## src/rtl/mem_port_arbiter_if.sv

```systemverilog
// Bundle between NUM_PORTS requesters, the shared-memory arbiter and the memory itself.
// The slave modport is the arbiter's view; master is the requester/memory side.
interface mem_port_arbiter_if #(
    parameter int NUM_PORTS = 2,
    parameter int ADDR_W    = 32,
    parameter int DATA_W    = 32
);
    logic [NUM_PORTS-1:0]          req;
    logic [NUM_PORTS-1:0]          we;
    logic [NUM_PORTS*ADDR_W-1:0]   addr;
    logic [NUM_PORTS*DATA_W-1:0]   wdata;
    logic [NUM_PORTS*DATA_W/8-1:0] be;
    logic [NUM_PORTS-1:0]          gnt;
    logic [NUM_PORTS-1:0]          stall;
    logic [NUM_PORTS-1:0]          rsp_valid;
    logic [DATA_W-1:0]             rdata;
    logic                          mem_en;
    logic                          mem_we;
    logic [ADDR_W-1:0]             mem_addr;
    logic [DATA_W-1:0]             mem_wdata;
    logic [DATA_W/8-1:0]           mem_be;
    logic [DATA_W-1:0]             mem_rdata;
    logic [31:0]                   conflict_count;

    modport slave (
        input  req, we, addr, wdata, be, mem_rdata,
        output gnt, stall, rsp_valid, rdata,
               mem_en, mem_we, mem_addr, mem_wdata, mem_be, conflict_count
    );

    modport master (
        output req, we, addr, wdata, be, mem_rdata,
        input  gnt, stall, rsp_valid, rdata,
               mem_en, mem_we, mem_addr, mem_wdata, mem_be, conflict_count
    );
endinterface

```

## src/rtl/mem_port_arbiter.sv

```systemverilog
// Shares one single-port synchronous memory among NUM_PORTS requesters: one grant per
// cycle, stall for every loser, optional starvation guard and saturating conflict count.
module mem_port_arbiter #(
    parameter int NUM_PORTS = 2,
    parameter int ADDR_W    = 32,
    parameter int DATA_W    = 32,
    parameter int RR_MODE   = 0,
    parameter int MAX_WAIT  = 4
) (
    input  logic               clk,
    input  logic               rst,
    mem_port_arbiter_if.slave  bus
);
    localparam int PW = (NUM_PORTS > 1) ? $clog2(NUM_PORTS) : 1;
    localparam int WW = (MAX_WAIT > 0) ? $clog2(MAX_WAIT + 1) : 1;
    localparam int BW = DATA_W / 8;

    logic [PW-1:0]        rr_ptr_q, rr_ptr_d;
    logic [WW-1:0]        wait_q [NUM_PORTS];
    logic [WW-1:0]        wait_d [NUM_PORTS];
    logic [NUM_PORTS-1:0] rsp_q, rsp_d;
    logic [31:0]          conflict_q, conflict_d;

    logic [NUM_PORTS-1:0] gnt;
    logic [PW-1:0]        win;
    logic                 mem_we;
    logic [ADDR_W-1:0]    mem_addr;
    logic [DATA_W-1:0]    mem_wdata;
    logic [BW-1:0]        mem_be;

    // Starvation guard first, then the mode's own priority; the first hit wins.
    always_comb begin : sel
        logic          found;
        logic [PW-1:0] cand;
        found = 1'b0;
        cand  = '0;
        win   = '0;
        gnt   = '0;
        if (!rst) begin
            if (RR_MODE == 0 && MAX_WAIT > 0) begin
                for (int unsigned i = 0; i < NUM_PORTS; i++) begin
                    if (!found && bus.req[i] && wait_q[i] == WW'(MAX_WAIT)) begin
                        found = 1'b1;
                        win   = PW'(i);
                    end
                end
            end
            if (!found && RR_MODE == 0) begin
                for (int unsigned i = 0; i < NUM_PORTS; i++) begin
                    if (!found && bus.req[i]) begin
                        found = 1'b1;
                        win   = PW'(i);
                    end
                end
            end
            if (!found && RR_MODE != 0) begin
                for (int unsigned j = 0; j < NUM_PORTS; j++) begin
                    cand = PW'((32'(rr_ptr_q) + j) % 32'(NUM_PORTS));
                    if (!found && bus.req[cand]) begin
                        found = 1'b1;
                        win   = cand;
                    end
                end
            end
            if (found) gnt[win] = 1'b1;
        end
    end

    always_comb begin
        mem_we    = 1'b0;
        mem_addr  = '0;
        mem_wdata = '0;
        mem_be    = '0;
        if (|gnt) begin
            mem_we    = bus.we[win];
            mem_addr  = bus.addr[32'(win)*ADDR_W +: ADDR_W];
            mem_wdata = bus.wdata[32'(win)*DATA_W +: DATA_W];
            mem_be    = bus.be[32'(win)*BW +: BW];
        end
    end

    always_comb begin
        int unsigned nreq;
        nreq     = 0;
        rr_ptr_d = rr_ptr_q;
        if (|gnt) rr_ptr_d = (win == PW'(NUM_PORTS - 1)) ? '0 : win + 1'b1;
        for (int unsigned i = 0; i < NUM_PORTS; i++) begin
            wait_d[i] = wait_q[i];
            if (!bus.req[i] || gnt[i])
                wait_d[i] = '0;
            else if (wait_q[i] != WW'(MAX_WAIT))
                wait_d[i] = wait_q[i] + 1'b1;
            nreq = nreq + 32'(bus.req[i]);
        end
        rsp_d      = gnt & ~bus.we;
        conflict_d = conflict_q;
        if (nreq >= 2 && conflict_q != '1) conflict_d = conflict_q + 1'b1;
    end

    always_ff @(posedge clk) begin
        if (rst) begin
            rr_ptr_q   <= '0;
            rsp_q      <= '0;
            conflict_q <= '0;
            for (int unsigned i = 0; i < NUM_PORTS; i++) wait_q[i] <= '0;
        end else begin
            rr_ptr_q   <= rr_ptr_d;
            rsp_q      <= rsp_d;
            conflict_q <= conflict_d;
            for (int unsigned i = 0; i < NUM_PORTS; i++) wait_q[i] <= wait_d[i];
        end
    end

    assign bus.gnt            = gnt;
    assign bus.stall          = bus.req & ~gnt;
    assign bus.rsp_valid      = rsp_q;
    assign bus.rdata          = bus.mem_rdata;
    assign bus.mem_en         = |gnt;
    assign bus.mem_we         = mem_we;
    assign bus.mem_addr       = mem_addr;
    assign bus.mem_wdata      = mem_wdata;
    assign bus.mem_be         = mem_be;
    assign bus.conflict_count = conflict_q;
endmodule

```

## src/flat_wrapper.sv

```systemverilog
// flat-port wrapper written by rule: the top's interface ports become plain ports
module mem_port_arbiter_flat 
#(
    parameter int NUM_PORTS = 2,
    parameter int ADDR_W    = 32,
    parameter int DATA_W    = 32,
    parameter int RR_MODE   = 0,
    parameter int MAX_WAIT  = 4
)
  (clk, rst, bus_req, bus_we, bus_addr, bus_wdata, bus_be, bus_mem_rdata, bus_gnt, bus_stall, bus_rsp_valid, bus_rdata, bus_mem_en, bus_mem_we, bus_mem_addr, bus_mem_wdata, bus_mem_be, bus_conflict_count);
  mem_port_arbiter_if #(.NUM_PORTS(NUM_PORTS), .ADDR_W(ADDR_W), .DATA_W(DATA_W)) bus_i ();
  input  logic clk;
  input  logic rst;
  input wire logic [$bits(bus_i.req)-1:0] bus_req;
  input wire logic [$bits(bus_i.we)-1:0] bus_we;
  input wire logic [$bits(bus_i.addr)-1:0] bus_addr;
  input wire logic [$bits(bus_i.wdata)-1:0] bus_wdata;
  input wire logic [$bits(bus_i.be)-1:0] bus_be;
  input wire logic [$bits(bus_i.mem_rdata)-1:0] bus_mem_rdata;
  output wire logic [$bits(bus_i.gnt)-1:0] bus_gnt;
  output wire logic [$bits(bus_i.stall)-1:0] bus_stall;
  output wire logic [$bits(bus_i.rsp_valid)-1:0] bus_rsp_valid;
  output wire logic [$bits(bus_i.rdata)-1:0] bus_rdata;
  output wire logic [$bits(bus_i.mem_en)-1:0] bus_mem_en;
  output wire logic [$bits(bus_i.mem_we)-1:0] bus_mem_we;
  output wire logic [$bits(bus_i.mem_addr)-1:0] bus_mem_addr;
  output wire logic [$bits(bus_i.mem_wdata)-1:0] bus_mem_wdata;
  output wire logic [$bits(bus_i.mem_be)-1:0] bus_mem_be;
  output wire logic [$bits(bus_i.conflict_count)-1:0] bus_conflict_count;
  assign bus_i.req = bus_req;
  assign bus_i.we = bus_we;
  assign bus_i.addr = bus_addr;
  assign bus_i.wdata = bus_wdata;
  assign bus_i.be = bus_be;
  assign bus_i.mem_rdata = bus_mem_rdata;
  assign bus_gnt = bus_i.gnt;
  assign bus_stall = bus_i.stall;
  assign bus_rsp_valid = bus_i.rsp_valid;
  assign bus_rdata = bus_i.rdata;
  assign bus_mem_en = bus_i.mem_en;
  assign bus_mem_we = bus_i.mem_we;
  assign bus_mem_addr = bus_i.mem_addr;
  assign bus_mem_wdata = bus_i.mem_wdata;
  assign bus_mem_be = bus_i.mem_be;
  assign bus_conflict_count = bus_i.conflict_count;
  mem_port_arbiter #(.NUM_PORTS(NUM_PORTS), .ADDR_W(ADDR_W), .DATA_W(DATA_W), .RR_MODE(RR_MODE), .MAX_WAIT(MAX_WAIT)) u_core (.clk(clk), .rst(rst), .bus(bus_i));
endmodule
```

## config.mk

```make
export PLATFORM = sky130hd
export DESIGN_NAME = mem_port_arbiter_flat
export DESIGN_NICKNAME = d
export VERILOG_FILES = /design/src/rtl/mem_port_arbiter_if.sv /design/src/rtl/mem_port_arbiter.sv /design/src/flat_wrapper.sv
export SDC_FILE = /design/constraint.sdc
export NUM_CORES = 1
export LEC_CHECK = 0
export BUFFER_PORTS_ARGS = -buffer_cell sky130_fd_sc_hd__buf_4
export CORE_AREA = 5 5 119 121
export DETAILED_ROUTE_END_ITERATION = 12
export DIE_AREA = 0 0 124 126
export MAX_ROUTING_LAYER = met4
export PLACE_DENSITY = 0.71
export SETUP_SLACK_MARGIN = 0.1
export SLEW_MARGIN = 20
export SYNTH_ARGS = -nofsm -noshare
export SYNTH_HDL_FRONTEND = slang
export SYNTH_SLANG_ARGS = --single-unit
```

## constraint.sdc

```tcl
create_clock -name clk -period 5.3 [get_ports clk]
set_input_delay 0.53 -clock clk [delete_from_list [all_inputs] [get_ports clk]]
set_output_delay 0.53 -clock clk [all_outputs]
set_load 0.02 [all_outputs]
```

==> flow_summary.json <==
{
  "outcome": "complete, no violations",
  "htreeDepth": 2,
  "die_h_um": 126,
  "grt_use_total_pct": 18.7,
  "cp.arrival_ps": 2680,
  "p_total_w": 0.000924,
  "crit_fanout": 68,
  "yosysSeqAreaShare_pct": 25.2,
  "avgSynthCellArea_um2": 6.42,
  "tritoncts": "done",
  "dieArea_mm2": 0.0156,
  "setup_viol": 0,
  "area_delta_synth_final_pct": 61.5,
  "grt_max_degree": 72,
  "post_route_cells_drive_above_1_share_pct": 39.3,
  "yosys-top-cells-area": "dfxtp_1, nand2_1, a21oi_1",
  "crit_required_ps": 4770,
  "place_ws_ps": 2400,
  "grt_pass1_vias": 3828,
  "post-route-period-util_pct": 60.6,
  "firstDrtPassIters": 4,
  "drt-initial-drc-count": 282,
  "slew_headroom_pct": 48.9,
  "initial_utilization_pct": 24.5,
  "cpMaxStageDelayCell": "buf_4",
  "clockBufferDepth": 2,
  "ff2ff_path_depth": 6,
  "cts_sinks": 40,
  "wl_per_cell_um": 17.2,
  "ios": 314,
  "synth_largest_area_cell": "dfxtp_1",
  "synthTopCellsByCount": "nand2_1, a21oi_1, dfxtp_1, buf_4, clkbuf_1",
  "yosysUniqueCellTypes": 44,
  "core_area_mm2": 0.0130,
  "globalRouteOverflowTotal": 0,
  "port_buffers": 249,
  "cts_setup_buffers": 0,
  "drv_cap": 0,
  "drc": 0,
  "final_area_mm2": 0.00513,
  "r2r-start": "u_core.bus.conflict_count[0]$_SDFFE_PP0P_",
  "antenna_found_initial": 3,
  "synth_seq_cells": 40,
  "vdd_ir_drop_max_uv": 107,
  "placed_area_mm2": 0.00494,
  "worstHoldPathType": "in2reg",
  "viasPerCell": 4.67,
  "synth_enable_flop_cells": 0,
  "synth_nets": 674,
  "grt_setup_unrepaired": "false",
  "cp_cell_sequence": "inv_1 -> ha_1 -> nand2_1 -> a21oi_1 -> o21ai_4 -> inv_2 -> buf_4 -> nand2_1 -> a21oi_1 -> buf_4",
  "fin_skew_ps": 8.75,
  "tightestPinTransition_ps": 766,
  "grt_pass1_wl_um": 21900,
  "fmax_ghz": 0.311,
  "p_leak_nw": 2.35,
  "clock_tree.root_cell": "clkbuf_16",
  "yosys_warnings": 0,
  "end_kind": "output pin",
  "ctsResizeCount": 0,
  "final_hold_viol_count": 0,
  "die_x_um": 124,
  "critical_path_class": "reg2out",
  "cts_buffers": 5,
  "row_count": 42,
  "r2r-end": "u_core.bus.conflict_count[11]$_SDFFE_PP0P_",
  "start_kind": "flop",
  "cpPeakStageDelay_ps": 550,
  "slew_viol_final": 0,
  "syn_inst": 495,
  "wl_um": 15000,
  "dpl.hpwl_um": 12300,
  "dominantRegCellSynth": "dfxtp_1",
  "gp_congestion": 0.916,
  "setup_ws_ps": 2090,
  "syn_area_mm2": 0.00318,
  "async_flop_share_pct": 0,
  "whs_endpoint": "u_core.bus.rsp_valid[1]$_SDFF_PP0_",
  "clk_latency_ps": 280,
  "via_count": 4085,
  "r2r_slack_ps": 2430,
  "postCtsHoldBufs": 0,
  "yosysMostFrequentCell": "nand2_1",
  "cellPowerDensity_mw_per_mm2": 180,
  "cts.clk_slew.worst_paths_ps": 60,
  "min_from": "bus_we[1]",
  "drtAntennaViolNets": 0,
  "hold_depth": 2,
  "nets": 873,
  "yosys.area.top_type_share_pct": 25.2,
  "fin_setup_tns_ps": 0,
  "fin_crit_ps": 3210
}
cell usage in the layout, fill, tap and decap left out, types with 5 or more instances in the layout:
| cell | count |
|---|---|
| nand3_1 | 9 |
| buf_4 | 252 |
| ha_1 | 5 |
| or4_1 | 7 |
| or3_1 | 14 |
| nor4_1 | 5 |
| clkbuf_16 | 5 |
| inv_1 | 9 |
| o31ai_1 | 5 |
| o21ai_0 | 8 |
| o21ai_1 | 5 |
| nand2_1 | 159 |
| xnor2_1 | 7 |
| nor2_1 | 23 |
| a21oi_1 | 90 |
| dfxtp_1 | 40 |
| nand4_1 | 7 |
worst max path at each step:
stage / startpoint / endpoint / depth (start not counted) / slack (ps)
after floorplan: u_core.wait_q[0][3]$_SDFFE_PP0P_ / bus_mem_be[0] / 9 / 2720
after detailed placement: u_core.wait_q[0][3]$_SDFFE_PP0P_ / bus_mem_wdata[15] / 10 / 2400
final: u_core.wait_q[0][3]$_SDFFE_PP0P_ / bus_mem_addr[22] / 10 / 2090
after CTS: u_core.wait_q[0][3]$_SDFFE_PP0P_ / bus_mem_addr[22] / 10 / 2090
after global routing: u_core.wait_q[0][3]$_SDFFE_PP0P_ / bus_mem_wdata[15] / 10 / 1850
after global placement: rst / bus_mem_wdata[15] / 8 / 2430
flip-flops by register name (all words and copies together), names as in the netlist:
signal                     count
u_core.bus.conflict_count     32
u_core.bus.rsp_valid           2
u_core.wait_q                  6
per-stage QoR:
step	hold WS (ps)	utilization, %	cells
floorplan	417	-	495
global route	415	39.5	874
global placement	435	38.1	863
CTS	410	39.4	871
detailed placement	444	38.1	863
finish	416	39.5	875
layout make-up:
type                    count  area (µm²)
fillers                  1368        7850
clock inverters             2        38.8
clock buffers               6         139
diodes                      4        10.0
repair buffers            252        1890
multi-input cells         385        1990
well taps                 176         220
inverters                  10        37.5
flip-flops and latches     40         801
where the power goes:
group	switching, W	internal, W	total, W
Combinational	0.000135	0.000131	0.000266
Clock	0.000118	0.000236	0.000354
Sequential	0.00000183	0.000303	0.000304
Total	0.000255	0.000669	0.000924
logic make-up (layout without fill, tap and decap cells):
kind of cell	count (synthesis)	after routing	synth area share (%)
simple gates	245	245	34.9
compound gates	123	123	21.5
buf+inv	70	270	12.8
flops	40	40	25.2
xor+xnor	10	10	2.76
fa+ha+maj	5	5	1.97
mux	2	2	0.788
other cells	0	4	0
worst max-delay path: cells and delay by family (launching register included):
family | cells | cell delay, ps
compound gates | 3 | 670
buf+inv | 4 | 880
fa+ha+maj | 1 | 180
flops | 1 | 330
simple gates | 2 | 300
layer usage:
metal	part of all wire [%]	GRT usage [%]	wire length (µm)
met1	48	27.1	7250
met2	42	25.5	6270
met3	8.1	5.20	1230
met4	2.0	4.64	302
met5	0	-	0
(Power assumes the default switching activity.)
